--- src/rtl/apresentador_sequencia_pkg.sv ---
// Shared game definitions: the sequence presenter state codes and the
// default display timings reused by the game FSM.
package jogo_pkg;

    typedef enum logic [2:0] {
        OCIOSO  = 3'd0,
        BUSCA   = 3'd1,
        CARREGA = 3'd2,
        ACESO   = 3'd3,
        APAGADO = 3'd4,
        FIM     = 3'd5
    } estado_apresentador_t;

    localparam int unsigned T_ACESO_PADRAO   = 500;
    localparam int unsigned T_APAGADO_PADRAO = 250;

    // Counter width able to hold the larger reload value (parameter minus 1).
    function automatic int unsigned largura_temporizador(input int unsigned a,
                                                         input int unsigned b);
        int unsigned m;
        m = (a > b) ? a : b;
        if (m <= 1) begin
            return 1;
        end
        return $clog2(m);
    endfunction

endpackage

--- src/rtl/apresentador_sequencia_if.sv ---
// Link between the game FSM / ROM mux side (master) and the presenter (slave).
interface apresentador_sequencia_if;

    logic       iniciar;
    logic       abortar;
    logic [3:0] limite;
    logic [6:0] dado;
    logic [3:0] endereco;
    logic [6:0] leds;
    logic       ocupado;
    logic       pronto;
    logic [2:0] db_estado;

    modport master (
        output iniciar, abortar, limite, dado,
        input  endereco, leds, ocupado, pronto, db_estado
    );

    modport slave (
        input  iniciar, abortar, limite, dado,
        output endereco, leds, ocupado, pronto, db_estado
    );

endinterface

--- src/rtl/apresentador_sequencia_temporizador_carga.sv ---
// Down-counter with synchronous load and enable; stops at zero and flags it.
module temporizador_carga #(
    parameter int unsigned LARGURA = 1
) (
    input  logic               clock,
    input  logic               reset,
    input  logic               i_carga,
    input  logic [LARGURA-1:0] i_valor,
    input  logic               i_habilita,
    output logic               o_zero
);

    logic [LARGURA-1:0] r_contagem;

    // Load wins over counting; counting halts once zero is reached.
    always_ff @(posedge clock) begin
        if (reset) begin
            r_contagem <= '0;
        end else if (i_carga) begin
            r_contagem <= i_valor;
        end else if (i_habilita && (r_contagem != '0)) begin
            r_contagem <= r_contagem - 1'b1;
        end
    end

    assign o_zero = (r_contagem == '0);

endmodule

--- src/rtl/apresentador_sequencia.sv ---
// Plays the stored sequence on the LEDs: fetch each ROM word, show it lit,
// then blank, and pulse pronto after address lim_r.
module apresentador_sequencia
    import jogo_pkg::*;
#(
    parameter int unsigned T_ACESO   = T_ACESO_PADRAO,
    parameter int unsigned T_APAGADO = T_APAGADO_PADRAO
) (
    input  logic                     clock,
    input  logic                     reset,
    apresentador_sequencia_if.slave  bus
);

    localparam int unsigned LARGURA = largura_temporizador(T_ACESO, T_APAGADO);
    localparam logic [LARGURA-1:0] RECARGA_ACESO   = LARGURA'(T_ACESO - 1);
    localparam logic [LARGURA-1:0] RECARGA_APAGADO = LARGURA'(T_APAGADO - 1);

    estado_apresentador_t r_estado;
    logic [3:0]           r_lim;
    logic [3:0]           r_endereco;
    logic [6:0]           r_leds;
    logic                 r_ocupado;
    logic                 r_pronto;

    logic                 w_carga;
    logic [LARGURA-1:0]   w_valor;
    logic                 w_habilita;
    logic                 w_zero;

    // One timer serves both lit and blank phases; it is reloaded on entry to each.
    always_comb begin
        w_carga = 1'b0;
        w_valor = '0;
        if (!bus.abortar) begin
            if (r_estado == CARREGA) begin
                w_carga = 1'b1;
                w_valor = RECARGA_ACESO;
            end else if ((r_estado == ACESO) && w_zero) begin
                w_carga = 1'b1;
                w_valor = RECARGA_APAGADO;
            end
        end
        w_habilita = (r_estado == ACESO) || (r_estado == APAGADO);
    end

    temporizador_carga #(
        .LARGURA (LARGURA)
    ) u_temporizador (
        .clock      (clock),
        .reset      (reset),
        .i_carga    (w_carga),
        .i_valor    (w_valor),
        .i_habilita (w_habilita),
        .o_zero     (w_zero)
    );

    // Playback FSM with registered outputs; abort beats every transition but reset.
    always_ff @(posedge clock) begin
        if (reset) begin
            r_estado   <= OCIOSO;
            r_lim      <= '0;
            r_endereco <= '0;
            r_leds     <= '0;
            r_ocupado  <= 1'b0;
            r_pronto   <= 1'b0;
        end else begin
            r_pronto <= 1'b0;
            if ((r_estado != OCIOSO) && bus.abortar) begin
                r_estado  <= OCIOSO;
                r_leds    <= '0;
                r_ocupado <= 1'b0;
            end else begin
                case (r_estado)
                    OCIOSO: begin
                        r_leds <= '0;
                        if (bus.iniciar && !bus.abortar) begin
                            r_lim      <= bus.limite;
                            r_endereco <= '0;
                            r_ocupado  <= 1'b1;
                            r_estado   <= BUSCA;
                        end
                    end
                    BUSCA: begin
                        r_estado <= CARREGA;
                    end
                    CARREGA: begin
                        r_leds   <= bus.dado;
                        r_estado <= ACESO;
                    end
                    ACESO: begin
                        if (w_zero) begin
                            r_leds   <= '0;
                            r_estado <= APAGADO;
                        end
                    end
                    APAGADO: begin
                        // Stop test precedes the increment so the address never wraps.
                        if (w_zero) begin
                            if (r_endereco == r_lim) begin
                                r_pronto <= 1'b1;
                                r_estado <= FIM;
                            end else begin
                                r_endereco <= r_endereco + 4'd1;
                                r_estado   <= BUSCA;
                            end
                        end
                    end
                    FIM: begin
                        r_ocupado <= 1'b0;
                        r_estado  <= OCIOSO;
                    end
                    default: begin
                        r_leds    <= '0;
                        r_ocupado <= 1'b0;
                        r_estado  <= OCIOSO;
                    end
                endcase
            end
        end
    end

    assign bus.endereco  = r_endereco;
    assign bus.leds      = r_leds;
    assign bus.ocupado   = r_ocupado;
    assign bus.pronto    = r_pronto;
    assign bus.db_estado = r_estado;

endmodule
--- src/flat_wrapper.sv ---
// flat-port wrapper written by rule: the top's interface ports become plain ports
module apresentador_sequencia_flat import jogo_pkg::*;
#(
    parameter int unsigned T_ACESO   = T_ACESO_PADRAO,
    parameter int unsigned T_APAGADO = T_APAGADO_PADRAO
)
  (clock, reset, bus_iniciar, bus_abortar, bus_limite, bus_dado, bus_endereco, bus_leds, bus_ocupado, bus_pronto, bus_db_estado);
  apresentador_sequencia_if bus_i ();
  input  logic clock;
  input  logic reset;
  input wire logic [$bits(bus_i.iniciar)-1:0] bus_iniciar;
  input wire logic [$bits(bus_i.abortar)-1:0] bus_abortar;
  input wire logic [$bits(bus_i.limite)-1:0] bus_limite;
  input wire logic [$bits(bus_i.dado)-1:0] bus_dado;
  output wire logic [$bits(bus_i.endereco)-1:0] bus_endereco;
  output wire logic [$bits(bus_i.leds)-1:0] bus_leds;
  output wire logic [$bits(bus_i.ocupado)-1:0] bus_ocupado;
  output wire logic [$bits(bus_i.pronto)-1:0] bus_pronto;
  output wire logic [$bits(bus_i.db_estado)-1:0] bus_db_estado;
  assign bus_i.iniciar = bus_iniciar;
  assign bus_i.abortar = bus_abortar;
  assign bus_i.limite = bus_limite;
  assign bus_i.dado = bus_dado;
  assign bus_endereco = bus_i.endereco;
  assign bus_leds = bus_i.leds;
  assign bus_ocupado = bus_i.ocupado;
  assign bus_pronto = bus_i.pronto;
  assign bus_db_estado = bus_i.db_estado;
  apresentador_sequencia #(.T_ACESO(T_ACESO), .T_APAGADO(T_APAGADO)) u_core (.clock(clock), .reset(reset), .bus(bus_i));
endmodule
--- config.mk ---
export PLATFORM = sky130hd
export DESIGN_NAME = apresentador_sequencia_flat
export DESIGN_NICKNAME = d
export VERILOG_FILES = /design/src/rtl/apresentador_sequencia_pkg.sv /design/src/rtl/apresentador_sequencia_if.sv /design/src/rtl/apresentador_sequencia_temporizador_carga.sv /design/src/rtl/apresentador_sequencia.sv /design/src/flat_wrapper.sv
export SDC_FILE = /design/constraint.sdc
export NUM_CORES = 1
export LEC_CHECK = 0
export BUFFER_PORTS_ARGS = -buffer_cell sky130_fd_sc_hd__buf_2
export CAP_MARGIN = 20
export CORE_MARGIN = 2
export CORE_UTILIZATION = 40
export CTS_BUF_LIST = sky130_fd_sc_hd__clkbuf_16
export DETAILED_ROUTE_END_ITERATION = 16
export PLACE_DENSITY = 0.61
export SLEW_MARGIN = 15
export SYNTH_ARGS = -nofsm -noshare
export SYNTH_HDL_FRONTEND = slang
export SYNTH_HIERARCHICAL = 1
export SYNTH_SLANG_ARGS = --single-unit
export TNS_END_PERCENT = 50
--- constraint.sdc ---
create_clock -name clock -period 2.93 [get_ports clock]
set_clock_uncertainty 0.15 [all_clocks]
set_input_delay 0.1465 -clock clock [delete_from_list [all_inputs] [get_ports clock]]
set_output_delay 0.1465 -clock clock [all_outputs]
set_load 0.005 [all_outputs]
==> impl_metrics.yaml <==
sta:
  worst_pin_slew_ns: 0.875
  min_period_ns: 2.66
  maxSlewViolCount: 0
  timing.final.crit_share_pct: 90.7
  setup_ws_ns: 0.271
  grt_setup_unrepaired: "no"
  max_freq_mhz: 376
  maxSlewHeadroom_pct: 41.5
  final-setup-viol-count: 0
  finalSetupTns_ns: 0
  finalHoldViolations: 0
logic_synthesis:
  synth_edf_count: 0
  async_flop_share_pct: 0
  postSynthCellCount: 178
  synth.distinct_cells: 51
  syn_area_per_cell_sq_um: 8.79
  yosys_warnings: 6
  synth-seq-cells: 29
  ys.flop_type: "dfxtp_1"
  synth_fp_nets: 195
  ys_seq_area_share_pct: 37.1
  syn_area_sq_mm: 0.00156
pwr:
  p_leak_nw: 0.822
  net-switching-power_mw: 0.275
  power.internal_mw: 0.789
  pwr-share-comb_pct: 16.0
  seq_power_share_pct: 40.7
  power.share.clock_pct: 43.3
  switching_share_pct: 25.9
  peakVddDrop_v: 0.000371
  power_density_mw_per_mm2: 538
floorplan:
  rows: 22
  die_h_microns: 66.5
  ios: 31
  core-area_sq_mm: 0.00372
  die_area_sq_mm: 0.00443
  initial_utilization_pct: 42.1
  die_w_microns: 66.5
worst_setup_path:
  critPathCapture: "u_core/u_temporizador/r_contagem[7]"
  required_ns: 2.92
  end_kind: "flip-flop"
  r2r_cells: 5
  startpoint_type: "flip-flop"
  reg2reg_slack_ns: 0.27
  crit_start: "u_core/bus.db_estado[1]"
  path_class: "flip-flop to flip-flop"
  cp_max_fo: 12
  r2r-end: "u_core/u_temporizador/r_contagem[7]"
  critPathArrivalTime_ns: 2.65
  worstReg2RegStart: "u_core/bus.db_estado[1]"
cts:
  insertion_delay_ns: 0.27
  htreeDepth: 2
  cts_tree: "done"
  clockRootBuffer: "clkbuf_16"
  cts_num_sinks: 29
  clk_path_buf_depth: 2
  cts_made_buffers: 5
  clkTransAtPathRegs_ns: 0.05
  cts_setup_buffers: 0
cells_and_area:
  diodes: 0
  seqCellArea_sq_um: 581
  nets: 236
  area_growth_syn_to_layout_pct: 26.4
  multi_input_area_sq_um: 897
  final_util_pct: 53.2
  layoutNonFillerInstCount: 267
  drive_gt1_share_pct: 21.9
  nFillCells: 332
global_route:
  overflow: 0
  use_met3_pct: 5.24
  antenna_found_initial: 0
  use_met2_pct: 29.1
  grt_pass1_vias: 1392
  groute.layer.met1.usage_pct: 22.5
  busiest_layer: "met2"
  grt_use_total_pct: 18.0
  grt_start_max_net_pins: 24
  grt_pass1_wl_mm: 6.17
routing:
  drt_iter0_markers: 70
  routed_wl_mm: 3.64
  drc: 0
  viasPerCell: 5.46
  drt-pass1-iter-count: 4
  num_vias: 1459
  antenna_left: 0
  post_drt_wl_per_cell_microns: 13.6
placement:
  place_ws_ns: 0.334
  place_inst: 250
  place_hpwl_mm: 2.56
  place.gp.congestion: 0.878
  io_buffers: 30
min_path:
  hold_class: "primary input to flip-flop"
run_status:
  outcome: "finished, final reports clean"
run:
  max_cap_violations: 0
cells by family after synthesis:
kind of cell             after synthesis  synth area share, %
adder cells (fa/ha/maj)                2                 1.60
multiplexers                           5                 3.28
XOR/XNOR                               4                 2.24
AND/OR/NAND/NOR                       72                 27.8
other                                  1                0.240
flip-flops                            29                 37.1
buffers and inverters                 18                 5.52
AO/OA/AOI/OAI                         47                 22.2
layer usage:
layer	vias up	share of wire, %
met5	-	0
met4	0	0.22
met3	2	4.3
met2	41	47
met1	677	48
li1	739	-
synth_stat cells, types with 2 or more instances:
master	number	share of area, %
or2_2	2	0.80
nor2b_1	2	0.80
nand3b_1	4	1.9
nor4_1	2	0.80
nor2_1	24	5.8
inv_1	9	2.2
nand2_1	9	2.2
nor3_1	5	1.6
xor2_1	4	2.2
buf_6	2	1.4
buf_2	3	0.96
o21ai_0	4	1.3
or4_1	2	0.96
or3_1	3	1.2
mux2i_1	4	2.6
nand3_1	5	1.6
a221oi_1	2	1.1
a311oi_1	3	1.7
clkbuf_1	4	0.96
dfxtp_1	29	37
a21oi_1	7	2.2
o211ai_1	9	4.3
a22oi_1	8	3.8
o21a_1	4	1.9
ha_1	2	1.6
per-stage QoR:
step	hold WS, ns	cell area (sq um)	power [mW]
finish	0.0198	1980	1.06
global placement	0.227	1740	0.594
global route	0.0244	1980	1.12
floorplan	0.0851	1560	0.561
detailed placement	0.237	1740	0.598
CTS	0.0229	1980	1.07
power by group through the flow:
stage / Sequential [mW] / Clock (mW) / Combinational, mW
floorplan: 0.433 / 0 / 0.128
global placement: 0.440 / 0 / 0.154
detailed placement: 0.440 / 0 / 0.159
CTS: 0.433 / 0.471 / 0.170
global route: 0.436 / 0.493 / 0.190
finish: 0.433 / 0.460 / 0.171
layout make-up:
class | instances | share of cell area (%)
Clock buffer | 5 | 6.33
Multi-Input combinational cell | 131 | 45.4
Clock inverter | 2 | 0.380
Inverter | 9 | 1.71
Sequential cell | 29 | 29.4
Timing Repair Buffer | 43 | 13.8
Tap cell | 48 | 3.04
how the worst min path moves through the flow:
stage / cells after the start / endpoint / startpoint / slack, ns
final: 3 / u_core/bus.leds[4] / bus_dado[4] / 0.02
after global routing: 3 / u_core/bus.leds[4] / bus_dado[4] / 0.02
after CTS: 3 / u_core/bus.leds[4] / bus_dado[4] / 0.02
after detailed placement: 3 / u_core/r_lim[2] / bus_limite[2] / 0.24
after global placement: 3 / u_core/r_lim[3] / bus_limite[3] / 0.23
after floorplan: 1 / u_core/u_temporizador/r_contagem[7] / reset / 0.09
registers in the layout, indices dropped and copies added, names as in the netlist:
register and count:
u_core/bus.leds 7, u_core/bus.db_estado 3, u_core/bus.endereco 4, u_core/r_lim 4, u_core/bus.ocupado 1, u_core/u_temporizador/r_contagem 9
u_core/bus.pronto 1
what timing repair did:
| action | in CTS | in global routing |
|---|---|---|
| hold endpoints to repair | 10 | 0 |
| hold buffers | 10 | 0 |
| gates resized for setup | 0 | 0 |
cell usage in the layout (no fill, tap or decap), types with 2 or more instances in the layout:
cell type      instances
or4_1                  2
nor2_1                24
buf_2                 30
xor2_1                 4
nor2b_1                2
mux2i_1                4
or3_1                  3
nand3_1                5
nor3_1                 5
or2_2                  2
clkbuf_16              5
nand3b_1               4
inv_1                 10
a221oi_1               2
a311oi_1               3
o21ai_0                4
dfxtp_1               29
o211ai_1               9
buf_4                  3
a22oi_1                8
a21oi_1                7
ha_1                   2
nor4_1                 2
o21a_1                 4
nand2_1                9
dlygate4sd3_1         10
worst max-delay path, stage by stage (launching register included):
cell and delay [ns]:
dfxtp_1 0.53, nand2_1 0.12, o21ai_0 0.57, nor4b_2 0.63
a311oi_1 0.17, a2111oi_0 0.37
Power figures use the tool's default switching activity.
